==> src/rtl/sonic_common_logic_vector_catch_buffer.sv <==
`default_nettype none
// ============================================================================
// Module      : sonic_common_logic_vector_catch_buffer
// Description : Credit-gated catch buffer (FWFT FIFO) for a fixed-latency pipe.
// Revision    : 1.0 - initial release
// ============================================================================
module sonic_common_logic_vector_catch_buffer #(
    parameter int WIDTH = 1,
    parameter int DEPTH = 4
) (
    input  logic                         clock,
    input  logic                         reset_n,
    input  logic                         issue_valid,
    output logic                         issue_ready,
    input  logic                         arr_valid,
    input  logic [WIDTH-1:0]             arr_data,
    output logic                         out_valid,
    output logic [WIDTH-1:0]             out_data,
    input  logic                         out_ready,
    output logic [$clog2(DEPTH+1)-1:0]   fill_level,
    output logic                         overflow
);

    localparam int c_PTR_W = (DEPTH > 1) ? $clog2(DEPTH) : 1;
    localparam int c_CNT_W = $clog2(DEPTH + 1);
    localparam logic [c_CNT_W-1:0] c_DEPTH = c_CNT_W'(DEPTH);
    localparam logic [c_CNT_W-1:0] c_ONE   = c_CNT_W'(1);
    localparam logic [c_PTR_W-1:0] c_LAST  = c_PTR_W'(DEPTH - 1);
    localparam logic [c_PTR_W-1:0] c_PONE  = c_PTR_W'(1);

    logic [c_CNT_W-1:0] r_credits;
    logic [c_CNT_W-1:0] r_count;
    logic [c_PTR_W-1:0] r_wr_ptr;
    logic [c_PTR_W-1:0] r_rd_ptr;
    logic               r_overflow;
    logic [WIDTH-1:0]   r_mem [DEPTH];

    logic w_issue_fire;
    logic w_pop;
    logic w_full;
    logic w_write;

    assign issue_ready  = (r_credits != '0);
    assign out_valid    = (r_count != '0);
    assign out_data     = r_mem[r_rd_ptr];
    assign fill_level   = r_count;
    assign overflow     = r_overflow;

    assign w_issue_fire = issue_valid && issue_ready;
    assign w_pop        = out_valid && out_ready;
    // Full is judged on the pre-edge level, so a pop cannot make room for
    // an arrival landing in the same cycle.
    assign w_full       = (r_count == c_DEPTH);
    assign w_write      = arr_valid && !w_full;

    always_ff @(posedge clock or negedge reset_n) begin
        if (!reset_n) begin
            r_credits <= c_DEPTH;
        end else if (w_issue_fire && !w_pop) begin
            r_credits <= r_credits - c_ONE;
        end else if (w_pop && !w_issue_fire && (r_credits != c_DEPTH)) begin
            r_credits <= r_credits + c_ONE;
        end
    end

    always_ff @(posedge clock or negedge reset_n) begin
        if (!reset_n) begin
            r_count <= '0;
        end else begin
            case ({w_write, w_pop})
                2'b10:   r_count <= r_count + c_ONE;
                2'b01:   r_count <= r_count - c_ONE;
                default: r_count <= r_count;
            endcase
        end
    end

    always_ff @(posedge clock or negedge reset_n) begin
        if (!reset_n) begin
            r_wr_ptr <= '0;
            r_rd_ptr <= '0;
        end else begin
            if (w_write) begin
                r_wr_ptr <= (r_wr_ptr == c_LAST) ? '0 : r_wr_ptr + c_PONE;
            end
            if (w_pop) begin
                r_rd_ptr <= (r_rd_ptr == c_LAST) ? '0 : r_rd_ptr + c_PONE;
            end
        end
    end

    always_ff @(posedge clock or negedge reset_n) begin
        if (!reset_n) begin
            r_overflow <= 1'b0;
        end else if (arr_valid && w_full) begin
            r_overflow <= 1'b1;
        end
    end

    // Storage is deliberately left out of reset; the count gates visibility.
    always_ff @(posedge clock) begin
        if (w_write) begin
            r_mem[r_wr_ptr] <= arr_data;
        end
    end

endmodule
`default_nettype wire

==> config.mk <==
export PLATFORM = sky130hd
export DESIGN_NAME = sonic_common_logic_vector_catch_buffer
export DESIGN_NICKNAME = d
export VERILOG_FILES = /design/src/rtl/sonic_common_logic_vector_catch_buffer.sv
export SDC_FILE = /design/constraint.sdc
export NUM_CORES = 1
export LEC_CHECK = 0
export ABC_AREA = 1
export BUFFER_PORTS_ARGS = -buffer_cell sky130_fd_sc_hd__buf_2
export CORE_MARGIN = 4
export CORE_UTILIZATION = 30
export CTS_BUF_LIST = sky130_fd_sc_hd__clkbuf_2
export DETAILED_ROUTE_END_ITERATION = 7
export GPL_ROUTABILITY_DRIVEN = 0
export PLACE_DENSITY = 0.54
export SKIP_CTS_REPAIR_TIMING = 1
export SYNTH_ARGS = -nofsm -noshare
export SYNTH_HDL_FRONTEND = slang
export SYNTH_SLANG_ARGS = --single-unit
export TNS_END_PERCENT = 5
==> constraint.sdc <==
create_clock -name clock -period 2.2 [get_ports clock]
set_input_delay 0.11 -clock clock [delete_from_list [all_inputs] [get_ports clock]]
set_output_delay 0.11 -clock clock [all_outputs]
set_load 0.005 [all_outputs]
After elaboration in Yosys (flattened, before gate mapping)
Memories as Yosys holds them, arrays and structs flattened.
Cells that the tools add are included.
{ "word_totals": {"regBits": 11, "ramBits": 4, "inputBits": 6, "out_inout_bits": 7, "word_cells": 39, "mem_count": 1} }
{ "classes": {"n_addsub": 6, "eq_ne": 6, "muxes": 7, "n_reduce_logical": 14} }
{ "mem_list": {"columns": ["name", "words", "width", "read_ports", "rd_clocked_by_memory_dff", "write_ports", "line", "rtl"], "rows": [
  ["r_mem", 4, 1, 1, 0, 1, "36", "logic [WIDTH-1:0] r_mem [DEPTH];"]
]} }
{ "op_table": {"columns": ["op", "count"], "rows": [
  ["$logic_and A1 B1 Y1", 7],
  ["$add A3 B1 Y3 const B", 2],
  ["$eq A2 B2 Y1 const B", 3],
  ["$mux W3", 2],
  ["$pmux W3 S2", 1],
  ["$reduce_bool A3 Y1", 2],
  ["$sub A3 B1 Y3 const B", 2],
  ["$add A2 B1 Y2 const B", 2],
  ["$mux W2", 2],
  ["$reduce_bool A2 Y1", 2],
  ["$eq A3 B3 Y1 const B", 1],
  ["$logic_not A1 Y1", 3],
  ["$ne A3 B3 Y1 const B", 1],
  ["$eq A2 B1 Y1 const B", 1],
  ["$mux W1", 2]
]} }

Longest topological paths before layout
Gate-level depths: netlist of the first run.
{ "logic_depth": {"depth_word": 7, "mapped_depth": 11, "depth_no_buf": 11} }

Worst setup path before layout of the first run
Ideal clock, no wire load.
{ "synth_timing": {"path_kind": "reg-to-reg", "startpoint": "register r_count[1] (netlist: fill_level[1])", "endpoint": "register r_count[2] (netlist: fill_level[2])", "arrival_time_ns": 1.694, "required_ns": 2.069, "slack_ns": 0.375, "path_stages_with_launch": 10, "n_path_buf": 0, "period_less_slack_ns": 1.825, "cell_sequence": "dfrtp_1 -> nor2_4 -> nand2_1 -> nand2_2 -> ha_1 -> inv_1 -> fa_1 -> a21oi_1 -> o21ai_0 -> xor2_1"} }
{ "synth_via": {"elab_chain_len": 5} }
{ "synth_rtl": {"columns": ["item", "line", "rtl"], "rows": [
  ["start, declared", "32", "logic [c_CNT_W-1:0] r_count;"],
  ["start signal, assigned", "71", "2'b10: r_count <= r_count + c_ONE;"],
  ["start signal, assigned", "72", "2'b01: r_count <= r_count - c_ONE;"],
  ["start signal, assigned", "73", "default: r_count <= r_count;"],
  ["$eq A3 B3 Y1", "53", "assign w_full = (r_count == c_DEPTH);"],
  ["$logic_not A1 Y1", "54", "assign w_write = arr_valid && !w_full;"],
  ["$logic_and A1 B1 Y1", "54", null],
  ["$eq A2 B1 Y1 / $eq A2 B2 Y1 (equally long branches)", "70", "case ({w_write, w_pop})"],
  ["$pmux W3 S2 / $reduce_bool A2 Y1 (equally long branches)", null, null]
]} }
Parallel ways exist; a longest one is shown, timed or not.
A chain may end at the register's enable or synchronous reset.

Worst setup path in the final report of the first run
Same ends and word-level chain as after synthesis.

==> flow_metrics.env, run 1 <==
export IMPL_status="completed"
export IMPL_design_area_um2=1015
export IMPL_routedWlPerCell_um=10.96
export IMPL_path_cells="nor2_4 -> nand2_1 -> nand2_2 -> ha_1 -> inv_1 -> fa_1 -> a21oi_1 -> o21ai_0 -> xor2_1"
export IMPL_cp_end_kind="flop"
export IMPL_fmax_mhz=513.8
export IMPL_die_area_um2=3848
export IMPL_grt_pass1_wl_um=2553
export IMPL_antenna_left=0
export IMPL_drtIter0Drc=38
export IMPL_whs_ns=0.08156
export IMPL_synth_adder_area_share_pct=13.14
export IMPL_slew_headroom_pct=82.18
export IMPL_ir_worst_vdd_mv=0.6715
export IMPL_die_w_um=62.03
export IMPL_clock_latency_ns=0.29
export IMPL_cts_sinks=15
export IMPL_dr_pass1_iters=4
export IMPL_num_vias=647
export IMPL_synthMuxAreaShare_pct=0
export IMPL_boundaryPins=13
export IMPL_clkTransAtPathRegs_ns=0.14
export IMPL_synth_top_family_by_area="simple AND/OR/NAND/NOR gates"
export IMPL_worstPathRequired_ns=2.39
export IMPL_p_leak_nw=0.4973
export IMPL_start_kind="flop"
export IMPL_worstSetupPathType="flop to flop"
export IMPL_hold_violations=0
export IMPL_synth_seq_area_share_pct=45.29
export IMPL_fin_tns_setup_ns=0
export IMPL_synth_xor_area_share_pct=3.857
export IMPL_fin_util_pct=36.48
export IMPL_portBuffers=12
export IMPL_drt_vias_per_instance=4.621
export IMPL_drc_errors=0
export IMPL_fin_crit_sh_pct=88.46
export IMPL_grt_antenna_before_repair=0
export IMPL_ys_ff_latch=15
export IMPL_dp_cells=134
export IMPL_p_per_area_nw_per_um2=1301
export IMPL_num_nets_final=124
export IMPL_hold_path_class="primary input to flop"
export IMPL_maxCapViolations=0
export IMPL_max_stage_delay_ns=0.45
export IMPL_drive_gt1_share_pct=30.28
export IMPL_tightestPinTransition_ns=0.2673
export IMPL_syn_inst=91
export IMPL_min_period_ns=1.946
export IMPL_synth_compound_area_share_pct=10.29
export IMPL_cts_made_buffers=3
export IMPL_antenna_cells=0
export IMPL_dpl_hpwl_um=1177
export IMPL_placed_cell_area_um2=974.7
export IMPL_rsz0062_at_grt="no"
export IMPL_clockBufferDepth=2
export IMPL_crit_family="adder cells"
export IMPL_syn_nets=105
export IMPL_drt_total_wl_um=1535
export IMPL_first_global_vias=586
export IMPL_layout_common_cells="inv_1, nand2_1, buf_2, dfrtp_1, nand2_2"
export IMPL_core_um2=2781
export IMPL_grt_usage_pct=9.277
export IMPL_fin_ws_ns=0.2538
export IMPL_critical_path_arrival_ns=2.14
export IMPL_cts_tree="done"
export IMPL_num_rows=19
export IMPL_synth_area_per_cell_um2=9.625
export IMPL_critPathBufInv=1
export IMPL_syn2layout_area_growth_pct=15.86
export IMPL_initial_utilization_pct=31.49
export IMPL_skew_ns=0.004937
export IMPL_power_mw=1.320
export IMPL_synth_cell_types=25
export IMPL_die_h_um=62.03
export IMPL_ys_warn_count=0
export IMPL_htreeDepth=1
export IMPL_grt_remaining_overflow=0
export IMPL_pre_cts_slack_ns=0.2633
export IMPL_crit_slowest_cell="dfrtp_1"
export IMPL_n_fill_cell=295
export IMPL_setup_viol=0
export IMPL_yosys_area_share_simple_pct=19.29
export IMPL_grt_max_degree=12
export IMPL_slew_viol_final=0
export IMPL_cts_root_buf="clkbuf_2"
export IMPL_fin_cells=140
export IMPL_critPathMaxFanout=6
export IMPL_syn_area_um2=875.8
export IMPL_layout_commonest_cell="inv_1"
## logic make-up (layout without fill, tap and decap cells)
group / after synthesis / after routing
fa+ha+maj: 8 / 8
compound gates: 13 / 13
simple gates: 33 / 33
buf+inv: 19 / 37
xor+xnor: 3 / 3
flops: 15 / 15
## metal layers
layer,part of all wire (%),GRT usage (%)
met4,3.2,6.364
met3,3.2,1.860
met2,49,13.91
met1,45,11.94
met5,0,0
## area by class of cell
cell class | instances | area [µm²] | share of cell area [%]
clock buffers | 4 | 20.02 | 1.973
inverters | 19 | 71.32 | 7.028
multi-input cells | 57 | 407.9 | 40.20
flip-flops and latches | 15 | 396.6 | 39.09
well taps | 31 | 38.79 | 3.822
repair buffers | 14 | 80.08 | 7.892
## registers in the layout (all words and copies together), names as in the netlist
signal      flops
r_mem           4
fill_level      3
r_credits       3
r_rd_ptr        2
r_wr_ptr        2
overflow        1
## worst reg2reg max path, delay by kind of cell (launching register included)
kind	cells	cell delay, ns
and+or+nand+nor	3	0.40
buffers and inverters	1	0.06
xor gates and xnor gates	1	0.15
DFF	1	0.45
adders and majority gates	2	0.53
AOI/OAI and AO/OA	2	0.26
## power by group
part / leakage [nW] / total, mW / internal (mW) / switching (mW)
registers: 0.164 / 0.520 / 0.408 / 0.112
logic: 0.316 / 0.662 / 0.274 / 0.388
clock network: 0.0166 / 0.138 / 0.0482 / 0.0900
## final timing paths
check                           cells after the start  slack [ns]           from             to
worst max-delay path                                9        0.25  fill_level[1]  fill_level[2]
worst min-delay path                                2        0.08      arr_valid       overflow
worst max register to register                      9        0.25  fill_level[1]  fill_level[2]
worst min register to register                      1        0.48       overflow       overflow
max in group asynchronous                           2        1.74        reset_n   r_credits[2]
min in group asynchronous                           2        0.19        reset_n  fill_level[1]
## cells in the mapped netlist
cell | count | area [µm²]
a21boi_4 | 1 | 18.77
a21oi_1 | 2 | 10.01
a21oi_2 | 1 | 8.760
a31o_2 | 1 | 8.760
a32oi_1 | 1 | 8.760
dfrtp_1 | 10 | 250.2
dfstp_2 | 1 | 26.28
edfxtp_1 | 4 | 120.1
fa_1 | 2 | 40.04
ha_1 | 6 | 75.07
inv_1 | 18 | 67.56
inv_2 | 1 | 3.750
nand2_1 | 14 | 52.55
nand2_2 | 7 | 43.79
nand2_4 | 1 | 11.26
nand3_1 | 3 | 15.01
nand3_2 | 1 | 10.01
nor2_1 | 5 | 18.77
nor2_2 | 1 | 6.260
nor2_4 | 1 | 11.26
o21ai_0 | 4 | 20.02
o21ai_1 | 3 | 15.01
xnor2_1 | 1 | 8.760
xor2_1 | 1 | 8.760
xor2_2 | 1 | 16.27
No activity file was read; power rests on OpenSTA's default activity.
==> run 2, diff against run 1 <==
- ABC_AREA: 1 -> not set
- SETUP_SLACK_MARGIN: not set -> 0.2
==> flow_metrics.env, run 2 <==
export IMPL_status="completed"
export IMPL_first_global_vias=625
export IMPL_core_um2=2758
export IMPL_syn_nets=94
export IMPL_slew_headroom_pct=80.48
export IMPL_grt_usage_pct=9.764
export IMPL_critPathMaxFanout=6
export IMPL_layout_commonest_cell="buf_2"
export IMPL_fin_crit_sh_pct=87.77
export IMPL_netlist_area_leader_share_pct=28.69
export IMPL_num_nets_final=119
export IMPL_die_h_um=61.92
export IMPL_route_met3_wl_um=48
export IMPL_initial_utilization_pct=31.62
export IMPL_met2_length_um=839
export IMPL_largest_register_ff_count=4
export IMPL_drt_total_wl_um=1609
export IMPL_tightestPinTransition_ns=0.2901
export IMPL_routedLengthMet1_um=721
export IMPL_r2r_start="fill_level[0]"
export IMPL_intPower_mw=0.8810
export IMPL_routedWlPerCell_um=11.92
export IMPL_synth_seq_area_share_pct=45.48
export IMPL_skew_ns=0.01071
export IMPL_critical_path_arrival_ns=2.13
export IMPL_num_vias=649
export IMPL_p_switching_mw=0.5811
export IMPL_clock_latency_ns=0.27
export IMPL_drc_errors=0
export IMPL_cts_made_buffers=3
export IMPL_top_register="r_mem"
export IMPL_p_leak_nw=0.4884
export IMPL_portBuffers=12
export IMPL_worstHoldStart="arr_data"
export IMPL_worstSetupPathType="flop to flop"
export IMPL_grt_pass1_wl_um=2773
export IMPL_antenna_left=0
export IMPL_die_area_um2=3833
export IMPL_synth_area_per_cell_um2=10.90
export IMPL_fin_tns_setup_ns=0
export IMPL_drt_vias_per_instance=4.807
export IMPL_grt_max_degree=12
export IMPL_rsz0062_at_grt="yes"
export IMPL_grt_remaining_overflow=0
export IMPL_synthFlopType="dfrtp_1"
export IMPL_syn_inst=80
export IMPL_drtIter0Drc=8
export IMPL_netlist_top_cells_count="dfrtp_1, inv_1, nand2_1, ha_1"
export IMPL_hold_path_class="primary input to flop"
export IMPL_clkTransAtPathRegs_ns=0.15
export IMPL_dpl_hpwl_um=1265
export IMPL_p_per_area_nw_per_um2=1337
export IMPL_drive_gt1_share_pct=38.46
export IMPL_htreeDepth=1
export IMPL_rrSetupSlack_ns=0.27
export IMPL_worstPathRequired_ns=2.40
export IMPL_yosysMostFrequentCell="dfrtp_1"
export IMPL_synth_largest_area_cell="dfrtp_1"
export IMPL_crit_path_start="fill_level[0]"
export IMPL_syn2layout_area_growth_pct=25.39
export IMPL_top_layer="met3"
export IMPL_maxCapViolations=0
export IMPL_pwr_share_clk_pct=8.7
export IMPL_ir_worst_vdd_mv=0.7346
export IMPL_synth_cell_types=34
export IMPL_layout_common_cells="buf_2, inv_1, buf_4, nand2_1, dfrtp_1"
export IMPL_cts_sinks=15
export IMPL_syn_area_um2=872.1
export IMPL_hold_violations=0
export IMPL_die_w_um=61.92
export IMPL_boundaryPins=13
export IMPL_num_rows=19
export IMPL_pwr_share_seq_pct=38.3
export IMPL_min_period_ns=1.931
export IMPL_antenna_cells=0
export IMPL_dr_pass1_iters=4
export IMPL_start_kind="flop"
export IMPL_ys_ff_latch=15
export IMPL_comb_power_share_pct=53.0
export IMPL_async_flop_share_pct=73.33
export IMPL_setup_viol=0
export IMPL_cp_end_kind="flop"
export IMPL_synth_area_leaders="dfrtp_1, edfxtp_1, ha_1"
export IMPL_synth_edff_count=4
export IMPL_fmax_mhz=517.9
export IMPL_cts_root_buf="clkbuf_2"
export IMPL_whs_ns=0.05464
export IMPL_slew_viol_final=0
export IMPL_p_sw_share_pct=39.74
export IMPL_ys_warn_count=0
export IMPL_grt_antenna_before_repair=0
export IMPL_cts_tree="done"
export IMPL_clockBufferDepth=2
## run 2: layout make-up
cell class / count / area, µm²
Clock inverter: 1 / 5.005
Tap cell: 31 / 38.79
Multi-Input combinational cell: 53 / 459.2
Inverter: 10 / 37.54
Sequential cell: 15 / 400.4
Clock buffer: 3 / 15.01
Fill cell: 276 / 1664
Timing Repair Buffer: 22 / 137.6
## run 2: cell families after synthesis
group | count (synthesis) | synth area share (%)
and+or+nand+nor | 23 | 13.06
muxes | 2 | 3.730
xor gates and xnor gates | 5 | 5.022
DFF | 15 | 45.48
AOI/OAI and AO/OA | 15 | 13.49
buffers and inverters | 12 | 6.025
adders and majority gates | 8 | 13.20
## run 2: final timing paths
check / depth (start not counted) / endpoint
max: 9 / fill_level[2]
min reg2reg: 1 / overflow
min in group asynchronous: 2 / r_rd_ptr[0]
min: 1 / r_mem[0]
max reg2reg: 9 / fill_level[2]
max in group asynchronous: 2 / r_credits[2]
## run 2: routing by layer
| metal | vias up | GRT usage [%] |
|---|---|---|
| met4 | 0 | 2.727 |
| met5 | - | 0 |
| met3 | 0 | 1.860 |
| li1 | 322 | - |
| met2 | 9 | 17.49 |
| met1 | 318 | 11.89 |
## run 2: power groups by stage
stage                     combinational, mW  sequential, mW  clock, mW
final                                 0.774           0.561      0.127
after global routing                  0.882           0.584      0.146
after CTS                             0.676           0.557      0.135
after detailed placement              0.672           0.562          0
after global placement                0.645           0.551          0
after floorplan                       0.472           0.545          0
## run 2: per-stage QoR
step	total power [mW]	cell area [µm²]	util, %	cells	setup WS [ns]
after CTS	1.367	1007	36.52	128	0.1485
after detailed placement	1.234	987.2	35.80	124	0.1848
after floorplan	1.017	880.8	-	80	0.1671
after global placement	1.197	987.2	35.80	124	0.2848
final	1.462	1094	39.66	135	0.2690
after global routing	1.612	1094	39.66	135	0.1976
## run 2: worst max-delay path, stage by stage (launching register included)
cell,delay [ns]
dfrtp_2,0.49
o31ai_4,0.08
buf_4,0.14
inv_2,0.11
ha_4,0.16
inv_1,0.05
fa_1,0.36
xor2_1,0.15
nor2_1,0.16
xor2_1,0.15
